## config.mk

```make
export PLATFORM = sky130hd
export DESIGN_NAME = instr_fetch_queue
export DESIGN_NICKNAME = d
export VERILOG_FILES = /design/src/rtl/instr_fetch_queue_pkg.sv /design/src/rtl/instr_fetch_queue_sync_fifo.sv /design/src/rtl/instr_fetch_queue.sv
export SDC_FILE = /design/constraint.sdc
export NUM_CORES = 1
export LEC_CHECK = 0
export ABC_CLOCK_PERIOD_IN_PS = 2700
export CORE_AREA = 2 2 125 127
export CTS_BUF_LIST = sky130_fd_sc_hd__clkbuf_16
export DETAILED_ROUTE_END_ITERATION = 12
export DIE_AREA = 0 0 127 129
export PLACE_DENSITY_LB_ADDON = 0.2
export SYNTH_ARGS = -nofsm -noshare
export SYNTH_HDL_FRONTEND = slang
export SYNTH_SLANG_ARGS = --single-unit
```

## constraint.sdc

```tcl
create_clock -name clk -period 2.7 [get_ports clk]
set_input_delay 0.675 -clock clk [delete_from_list [all_inputs] [get_ports clk]]
set_output_delay 0.675 -clock clk [all_outputs]
set_load 0.01 [all_outputs]
```

## src/rtl/instr_fetch_queue_pkg.sv

```systemverilog
// Shared definitions for the instruction fetch front end.
//
// Contents:
//   - MIPS-basic opcode constants (6-bit major opcode, top bits of the word)
//   - fetch_state_t : fetch sequencer states
//   - OPCODE_W      : width of the opcode field
package instr_fetch_queue_pkg;

  localparam int OPCODE_W = 6;

  localparam logic [OPCODE_W-1:0] OP_ADD         = 6'h00;
  localparam logic [OPCODE_W-1:0] OP_ADDI        = 6'h01;
  localparam logic [OPCODE_W-1:0] OP_SUB         = 6'h02;
  localparam logic [OPCODE_W-1:0] OP_SUBI        = 6'h03;
  localparam logic [OPCODE_W-1:0] OP_INC         = 6'h04;
  localparam logic [OPCODE_W-1:0] OP_DEC         = 6'h05;
  localparam logic [OPCODE_W-1:0] OP_AND         = 6'h06;
  localparam logic [OPCODE_W-1:0] OP_OR          = 6'h07;
  localparam logic [OPCODE_W-1:0] OP_XOR         = 6'h08;
  localparam logic [OPCODE_W-1:0] OP_NOT         = 6'h09;
  localparam logic [OPCODE_W-1:0] OP_SHIFT_LEFT  = 6'h0A;
  localparam logic [OPCODE_W-1:0] OP_SHIFT_RIGHT = 6'h0B;
  localparam logic [OPCODE_W-1:0] OP_LW          = 6'h0C;
  localparam logic [OPCODE_W-1:0] OP_SW          = 6'h0D;
  localparam logic [OPCODE_W-1:0] OP_COMPARE     = 6'h0E;
  localparam logic [OPCODE_W-1:0] OP_HALT        = 6'h3F;

  typedef enum logic [1:0] {
    S_RUN  = 2'd0,
    S_WAIT = 2'd1,
    S_HALT = 2'd2
  } fetch_state_t;

endpackage

```

## src/rtl/instr_fetch_queue_sync_fifo.sv

```systemverilog
// Synchronous FIFO used as the fetch queue.
//
// Ports:
//   clk, rst  : clock and asynchronous active-high reset
//   push      : write wdata (ignored when full or flushing)
//   pop       : drop the head entry (ignored when empty or flushing)
//   flush     : empty the queue; wins over push and pop
//   wdata     : entry to write
//   rdata     : head entry (meaningless while empty)
//   empty     : no entries held
//   count     : number of entries held (0..DEPTH)
module sync_fifo #(
  parameter int WIDTH = 8,
  parameter int DEPTH = 4
) (
  input  logic                     clk,
  input  logic                     rst,
  input  logic                     push,
  input  logic                     pop,
  input  logic                     flush,
  input  logic [WIDTH-1:0]         wdata,
  output logic [WIDTH-1:0]         rdata,
  output logic                     empty,
  output logic [$clog2(DEPTH):0]   count
);

  localparam int PW = $clog2(DEPTH);
  localparam int CW = PW + 1;
  localparam logic [CW-1:0] FULL_CNT = CW'(DEPTH);

  logic [WIDTH-1:0] mem [DEPTH];
  logic [PW-1:0]    wr_ptr;
  logic [PW-1:0]    rd_ptr;
  logic             do_push;
  logic             do_pop;

  assign empty   = (count == '0);
  assign do_pop  = pop && !empty && !flush;
  assign do_push = push && (count != FULL_CNT) && !flush;
  assign rdata   = mem[rd_ptr];

  // Storage carries no reset; only the pointers and count define validity.
  always_ff @(posedge clk) begin
    if (do_push) begin
      mem[wr_ptr] <= wdata;
    end
  end

  // Pointers wrap naturally because DEPTH is a power of two.
  always_ff @(posedge clk or posedge rst) begin
    if (rst) begin
      wr_ptr <= '0;
      rd_ptr <= '0;
      count  <= '0;
    end else if (flush) begin
      wr_ptr <= '0;
      rd_ptr <= '0;
      count  <= '0;
    end else begin
      if (do_push) wr_ptr <= wr_ptr + PW'(1);
      if (do_pop)  rd_ptr <= rd_ptr + PW'(1);
      case ({do_push, do_pop})
        2'b10:   count <= count + CW'(1);
        2'b01:   count <= count - CW'(1);
        default: count <= count;
      endcase
    end
  end

endmodule

```

## src/rtl/instr_fetch_queue.sv

```systemverilog
// Instruction fetch front end: keeps a PC, reads words from instruction
// memory over a req/ack handshake, buffers them in a DEPTH-entry queue and
// hands them to decode with valid/ready. Supports redirect (flush + new PC)
// and stops fetching once a HALT opcode has been fetched.
//
// Ports:
//   clk, rst        : clock, asynchronous active-high reset
//   en              : allow new memory requests
//   imem_req/addr   : memory read request and word address (held until ack)
//   imem_ack/rdata  : read completion and returned word
//   redirect_valid  : flush queue and restart at redirect_pc
//   instr_valid     : queue head valid
//   instr/instr_pc  : head word and its address
//   instr_ready     : decode accepts the head
//   halted          : HALT fetched and queue drained
//   stat_fetched    : (FETCH_STATS_EN only) accepted pushes, saturating
//   stat_stall      : (FETCH_STATS_EN only) ready-but-empty cycles, saturating
//
// Build option: define FETCH_STATS_EN to add the statistics counters.
module instr_fetch_queue
  import instr_fetch_queue_pkg::*;
#(
  parameter int                  XLEN     = 32,
  parameter int                  ADDR_W   = 8,
  parameter int                  DEPTH    = 4,
  parameter logic [ADDR_W-1:0]   RESET_PC = '0,
  parameter logic [OPCODE_W-1:0] HALT_OP  = OP_HALT
) (
  input  logic              clk,
  input  logic              rst,
  input  logic              en,
  output logic              imem_req,
  output logic [ADDR_W-1:0] imem_addr,
  input  logic              imem_ack,
  input  logic [XLEN-1:0]   imem_rdata,
  input  logic              redirect_valid,
  input  logic [ADDR_W-1:0] redirect_pc,
  output logic              instr_valid,
  output logic [XLEN-1:0]   instr,
  output logic [ADDR_W-1:0] instr_pc,
  input  logic              instr_ready,
  output logic              halted
`ifdef FETCH_STATS_EN
  ,
  output logic [31:0]       stat_fetched,
  output logic [31:0]       stat_stall
`endif
);

  localparam int EW = XLEN + ADDR_W;
  localparam int CW = $clog2(DEPTH) + 1;
  localparam logic [CW-1:0] DEPTH_C = CW'(DEPTH);

  fetch_state_t      state_q, state_d;
  logic [ADDR_W-1:0] pc_q, pc_d;
  logic [ADDR_W-1:0] addr_q, addr_d;
  logic              drop_q, drop_d;
  logic              push;
  logic              pop;
  logic [EW-1:0]     head;
  logic              fifo_empty;
  logic [CW-1:0]     fifo_count;

  sync_fifo #(
    .WIDTH (EW),
    .DEPTH (DEPTH)
  ) u_queue (
    .clk   (clk),
    .rst   (rst),
    .push  (push),
    .pop   (pop),
    .flush (redirect_valid),
    .wdata ({imem_rdata, imem_addr}),
    .rdata (head),
    .empty (fifo_empty),
    .count (fifo_count)
  );

  assign imem_req    = (state_q == S_WAIT);
  assign imem_addr   = addr_q;
  assign instr_valid = !fifo_empty;
  assign instr       = instr_valid ? head[EW-1 -: XLEN] : '0;
  assign instr_pc    = instr_valid ? head[ADDR_W-1:0] : '0;
  assign pop         = instr_valid && instr_ready;
  assign halted      = (state_q == S_HALT) && fifo_empty;

  always_ff @(posedge clk or posedge rst) begin
    if (rst) begin
      state_q <= S_RUN;
      pc_q    <= RESET_PC;
      addr_q  <= RESET_PC;
      drop_q  <= 1'b0;
    end else begin
      state_q <= state_d;
      pc_q    <= pc_d;
      addr_q  <= addr_d;
      drop_q  <= drop_d;
    end
  end

  // Only one request is ever in flight and a request is only issued from
  // S_RUN, so the queue space check needs only the current count. A request
  // still outstanding at redirect keeps the bus stable and its word is
  // discarded through drop.
  always_comb begin
    state_d = state_q;
    pc_d    = pc_q;
    addr_d  = addr_q;
    drop_d  = drop_q;
    push    = 1'b0;
    if (redirect_valid) begin
      pc_d = redirect_pc;
      if (state_q == S_WAIT && !imem_ack) begin
        state_d = S_WAIT;
        drop_d  = 1'b1;
      end else begin
        state_d = S_RUN;
        drop_d  = 1'b0;
      end
    end else begin
      unique case (state_q)
        S_RUN: begin
          if (en && fifo_count < DEPTH_C) begin
            state_d = S_WAIT;
            addr_d  = pc_q;
          end
        end
        S_WAIT: begin
          if (imem_ack) begin
            drop_d = 1'b0;
            if (drop_q) begin
              state_d = S_RUN;
            end else begin
              push    = 1'b1;
              pc_d    = pc_q + ADDR_W'(1);
              state_d = (imem_rdata[XLEN-1 -: OPCODE_W] == HALT_OP) ? S_HALT : S_RUN;
            end
          end
        end
        S_HALT: state_d = S_HALT;
        default: state_d = S_RUN;
      endcase
    end
  end

`ifdef FETCH_STATS_EN
  // push is already suppressed in redirect cycles, so it marks accepted words.
  always_ff @(posedge clk or posedge rst) begin
    if (rst) begin
      stat_fetched <= '0;
      stat_stall   <= '0;
    end else begin
      if (push && stat_fetched != '1) begin
        stat_fetched <= stat_fetched + 32'd1;
      end
      if (instr_ready && !instr_valid && stat_stall != '1) begin
        stat_stall <= stat_stall + 32'd1;
      end
    end
  end
`endif

endmodule

```

==> impl_summary.log <==
INFO  metric crit_slowest_cell = sky130_fd_sc_hd__dfrtp_4
INFO  metric worstSetupEndpointType = output pin
INFO  metric p_leak = 0.003350 uW
INFO  metric synth_seq_area_share = 73.49%
INFO  metric ys_async_sr_fraction = 13.98%
INFO  metric htree_levels = 4
INFO  metric hold_viol = 0
INFO  metric synthToLayoutAreaGrowth = 27.89%
INFO  metric antenna_left = 0
INFO  metric ys_types = 42
INFO  metric final.setup.tns = 0 ns
INFO  metric post-route-drc-count = 0
INFO  metric grt_pass1_vias = 4053
INFO  metric crit_end = instr[14]
INFO  metric final_core_area_utilization = 63.39%
INFO  metric final-max-slew-violation-count = 0
INFO  metric critical-path-max-stage-delay = 0.51 ns
INFO  metric maxCapViolations = 0
INFO  metric gp_congestion = 0.7459
INFO  metric critical_path_cell_count = 5
INFO  metric globalRouteTotalUtil = 18.03%
INFO  metric worst-setup-path-type = reg -> out
INFO  metric ff2ff_setup_slack = 0.35 ns
INFO  metric timing.hold.worst.class = reg -> reg
INFO  metric worst_path_dominant_cell_family = flip-flops
INFO  metric synth.ff_latch_count = 186
INFO  metric postRouteWirelength = 13.98 mm
INFO  metric core_area = 0.01498 mm^2
INFO  metric netlist_instances = 385
INFO  metric holdBufCountCts = 0
INFO  metric grt_start_max_net_pins = 40
INFO  metric clock_path_buffers = 2
INFO  metric achievable-frequency = 0.3757 GHz
INFO  metric antenna_cells_inserted = 0
INFO  metric post_synth_instance_area = 0.007423 mm^2
INFO  metric final.fill_count = 1076
INFO  metric cellPowerDensity = 724.0 mW/mm^2
INFO  metric detail_route.iter0.violations = 256
INFO  metric regToRegEndpoint = u_queue.count[2]
INFO  metric layout-drive-gt1-share = 33.65%
INFO  metric num_ports = 97
INFO  metric power.ir.vdd_worst = 0.4424 mV
INFO  metric worst-path-buf-inv = 3
INFO  metric status = finished clean
INFO  metric pre_cts_ws = -0.07140 ns
INFO  metric firstDrtPassIters = 4
INFO  metric grt_overflow_total = 0
INFO  metric rsz0062_at_grt = yes
INFO  metric final_critical_path_setup_slack = 0.03811 ns
INFO  metric start_util = 49.57%
INFO  metric finalNetCount = 571
INFO  metric tritoncts = yes
INFO  metric number_of_enable_type_register_cells_in_the_synthesized_netlist = 160
INFO  metric via_count = 3929
INFO  metric rr_worst_depth = 7
INFO  metric relSlewSlack = 64.16%
INFO  metric antenna_found_initial = 0
INFO  metric fin_skew = 0.01020 ns
INFO  metric first_pass_grt_wire_length = 21.89 mm
INFO  metric cp.arrival = 1.99 ns
INFO  metric timing.rr.start = u_queue.count[0]
INFO  metric place.port_buffers = 96
INFO  metric worst_setup_path_startpoint = u_queue.rd_ptr[0]
INFO  metric cp_max_fo = 6
INFO  metric chipWidth = 127 um
INFO  metric cts.root.buffer_cell = sky130_fd_sc_hd__clkbuf_16
INFO  metric clkLatencyLatePin = 0.42 ns
INFO  metric cts_buffers = 17
INFO  metric total_placed_instance_area = 0.008855 mm^2
INFO  metric clock-sinks = 186
INFO  metric critPathLaunchType = register
INFO  metric floorplan.die_area = 0.01638 mm^2
INFO  metric final_period_minus_worst_setup_slack = 2.662 ns
INFO  metric synth_nets = 437
INFO  metric layout_worst_path_cycle_share = 98.59%
INFO  metric number_of_warnings_printed_during_yosys_synthesis = 0
INFO  metric cts.clk_slew.worst_paths = 0.07 ns
INFO  metric placement_rows = 45
INFO  metric drt-vias-per-instance = 5.457
INFO  metric tightestPinTransition = 0.5331 ns
INFO  metric route.detailed.wl_per_inst = 19.41 um
INFO  metric floorplan.die.height = 129 um
INFO  metric post_synthesis_area_per_instance = 19.28 um^2
INFO  metric final_design_area_no_fill = 0.009494 mm^2
INFO  metric hpwl_dp = 8.344 mm
INFO  metric required_worst_endpoint = 2.03 ns
INFO  metric crit_path_cell_trace = buf_8 > buf_16 > mux4_2 > and2_4 > buf_6
INFO  metric setup_viol_count_final = 0
INFO  metric yosys_most_used_dff = sky130_fd_sc_hd__edfxtp_1
==> sequential cells by signal, summed over array words and instances (netlist names) <==
register	count
pc_q	8
state_q	2
imem_addr	8
u_queue.count	3
u_queue.wr_ptr	2
u_queue.rd_ptr	2
u_queue.mem	160
drop_q	1
==> worst reg2reg max path, stage by stage, from the launching register on <==
cell and delay [ns]:
sky130_fd_sc_hd__dfrtp_1 0.38, sky130_fd_sc_hd__buf_4 0.16, sky130_fd_sc_hd__o31ai_1 0.50, sky130_fd_sc_hd__nor3_1 0.13, sky130_fd_sc_hd__fa_1 0.41, sky130_fd_sc_hd__a31oi_1 0.20, sky130_fd_sc_hd__mux2i_1 0.12, sky130_fd_sc_hd__a311o_1 0.33
==> layout make-up <==
type,instances,area [um^2],area share (%)
repair buffers,135,1346,14.18
clock inverters,15,95.09,1.002
flip-flops and latches,186,5460,57.51
inverters,5,18.77,0.1977
clock buffers,17,425.4,4.481
well taps,188,235.2,2.478
multi-input cells,174,1913,20.15
==> kinds of logic after synthesis <==
logic type,Yosys count,share of synthesized area [%]
compound gates,21,2.073
mux,51,13.77
buf+inv,25,1.365
simple gates,87,7.130
xor+xnor,9,1.062
flops,186,73.49
fa+ha+maj,6,1.112
==> worst min-delay path by stage <==
stage                     cells past startpoint  slack [ns]    start           end
after floorplan                               1        0.50  pc_q[7]  imem_addr[7]
after global placement                        1        0.51  pc_q[7]  imem_addr[7]
after detailed placement                      1        0.52  pc_q[7]  imem_addr[7]
after CTS                                     1        0.54  pc_q[7]  imem_addr[7]
after global routing                          1        0.56  pc_q[7]  imem_addr[7]
final                                         1        0.53  pc_q[7]  imem_addr[7]
==> where the power goes <==
| group | internal, uW | leakage [uW] | switching, uW |
|---|---|---|---|
| combinational | 756 | 0.00131 | 537 |
| clock | 1230 | 0.000267 | 970 |
| sequential | 3270 | 0.00177 | 113 |
| total | 5250 | 0.00335 | 1620 |
==> cells in the mapped netlist, types with 3 or more instances <==
cell / instances / share of area (%)
sky130_fd_sc_hd__edfxtp_1: 160 / 65
sky130_fd_sc_hd__and2_1: 46 / 3.9
sky130_fd_sc_hd__mux4_2: 40 / 12
sky130_fd_sc_hd__dfrtp_1: 26 / 8.8
sky130_fd_sc_hd__nand2_1: 11 / 0.56
sky130_fd_sc_hd__o21ai_0: 10 / 0.67
sky130_fd_sc_hd__mux2_2: 9 / 1.4
sky130_fd_sc_hd__clkbuf_1: 8 / 0.40
sky130_fd_sc_hd__xor2_1: 7 / 0.83
sky130_fd_sc_hd__buf_1: 6 / 0.30
sky130_fd_sc_hd__buf_2: 6 / 0.40
sky130_fd_sc_hd__ha_1: 5 / 0.84
sky130_fd_sc_hd__inv_1: 5 / 0.25
sky130_fd_sc_hd__nor2_1: 5 / 0.25
sky130_fd_sc_hd__nand3_1: 3 / 0.20
sky130_fd_sc_hd__nand4_1: 3 / 0.25
sky130_fd_sc_hd__nor3_1: 3 / 0.20
==> metal layers <==
layer	vias up	global-route usage, %	share of wire [%]
li1	1779	-	-
met5	-	0	0
met3	10	4.200	4.4
met4	0	6.270	0.73
met1	2031	24.27	44
met2	109	29.44	50
==> timing repair <==
action                                  4_1_cts  5_1_grt
endpoints found under the setup margin       42       31
cloned                                        5        0
pin swaps                                     2        8
buffers inserted                             11        1
gates resized for setup                     164       28
==> per-stage QoR <==
stage	hold slack, ns	std cells	total power [uW]
detailed placement	0.5223	675	4633
floorplan	0.4999	385	3981
CTS	0.5379	721	6899
global placement	0.5095	675	4608
finish	0.5329	720	6874
global route	0.5567	720	7140
==> cells in the final DEF, fill, tap and decap left out, types with 11 or more instances in the layout <==
cell | Yosys | final
sky130_fd_sc_hd__buf_6 | 0 | 14
sky130_fd_sc_hd__buf_4 | 0 | 20
sky130_fd_sc_hd__mux4_2 | 40 | 40
sky130_fd_sc_hd__nand2_1 | 11 | 11
sky130_fd_sc_hd__buf_2 | 6 | 24
sky130_fd_sc_hd__and2_1 | 46 | 27
sky130_fd_sc_hd__dfrtp_1 | 26 | 24
sky130_fd_sc_hd__buf_12 | 0 | 11
sky130_fd_sc_hd__clkbuf_16 | 0 | 17
sky130_fd_sc_hd__clkdlybuf4s50_1 | 0 | 56
sky130_fd_sc_hd__and2_4 | 0 | 15
sky130_fd_sc_hd__edfxtp_1 | 160 | 160
Note: power is estimated with default switching activity, not from simulation.
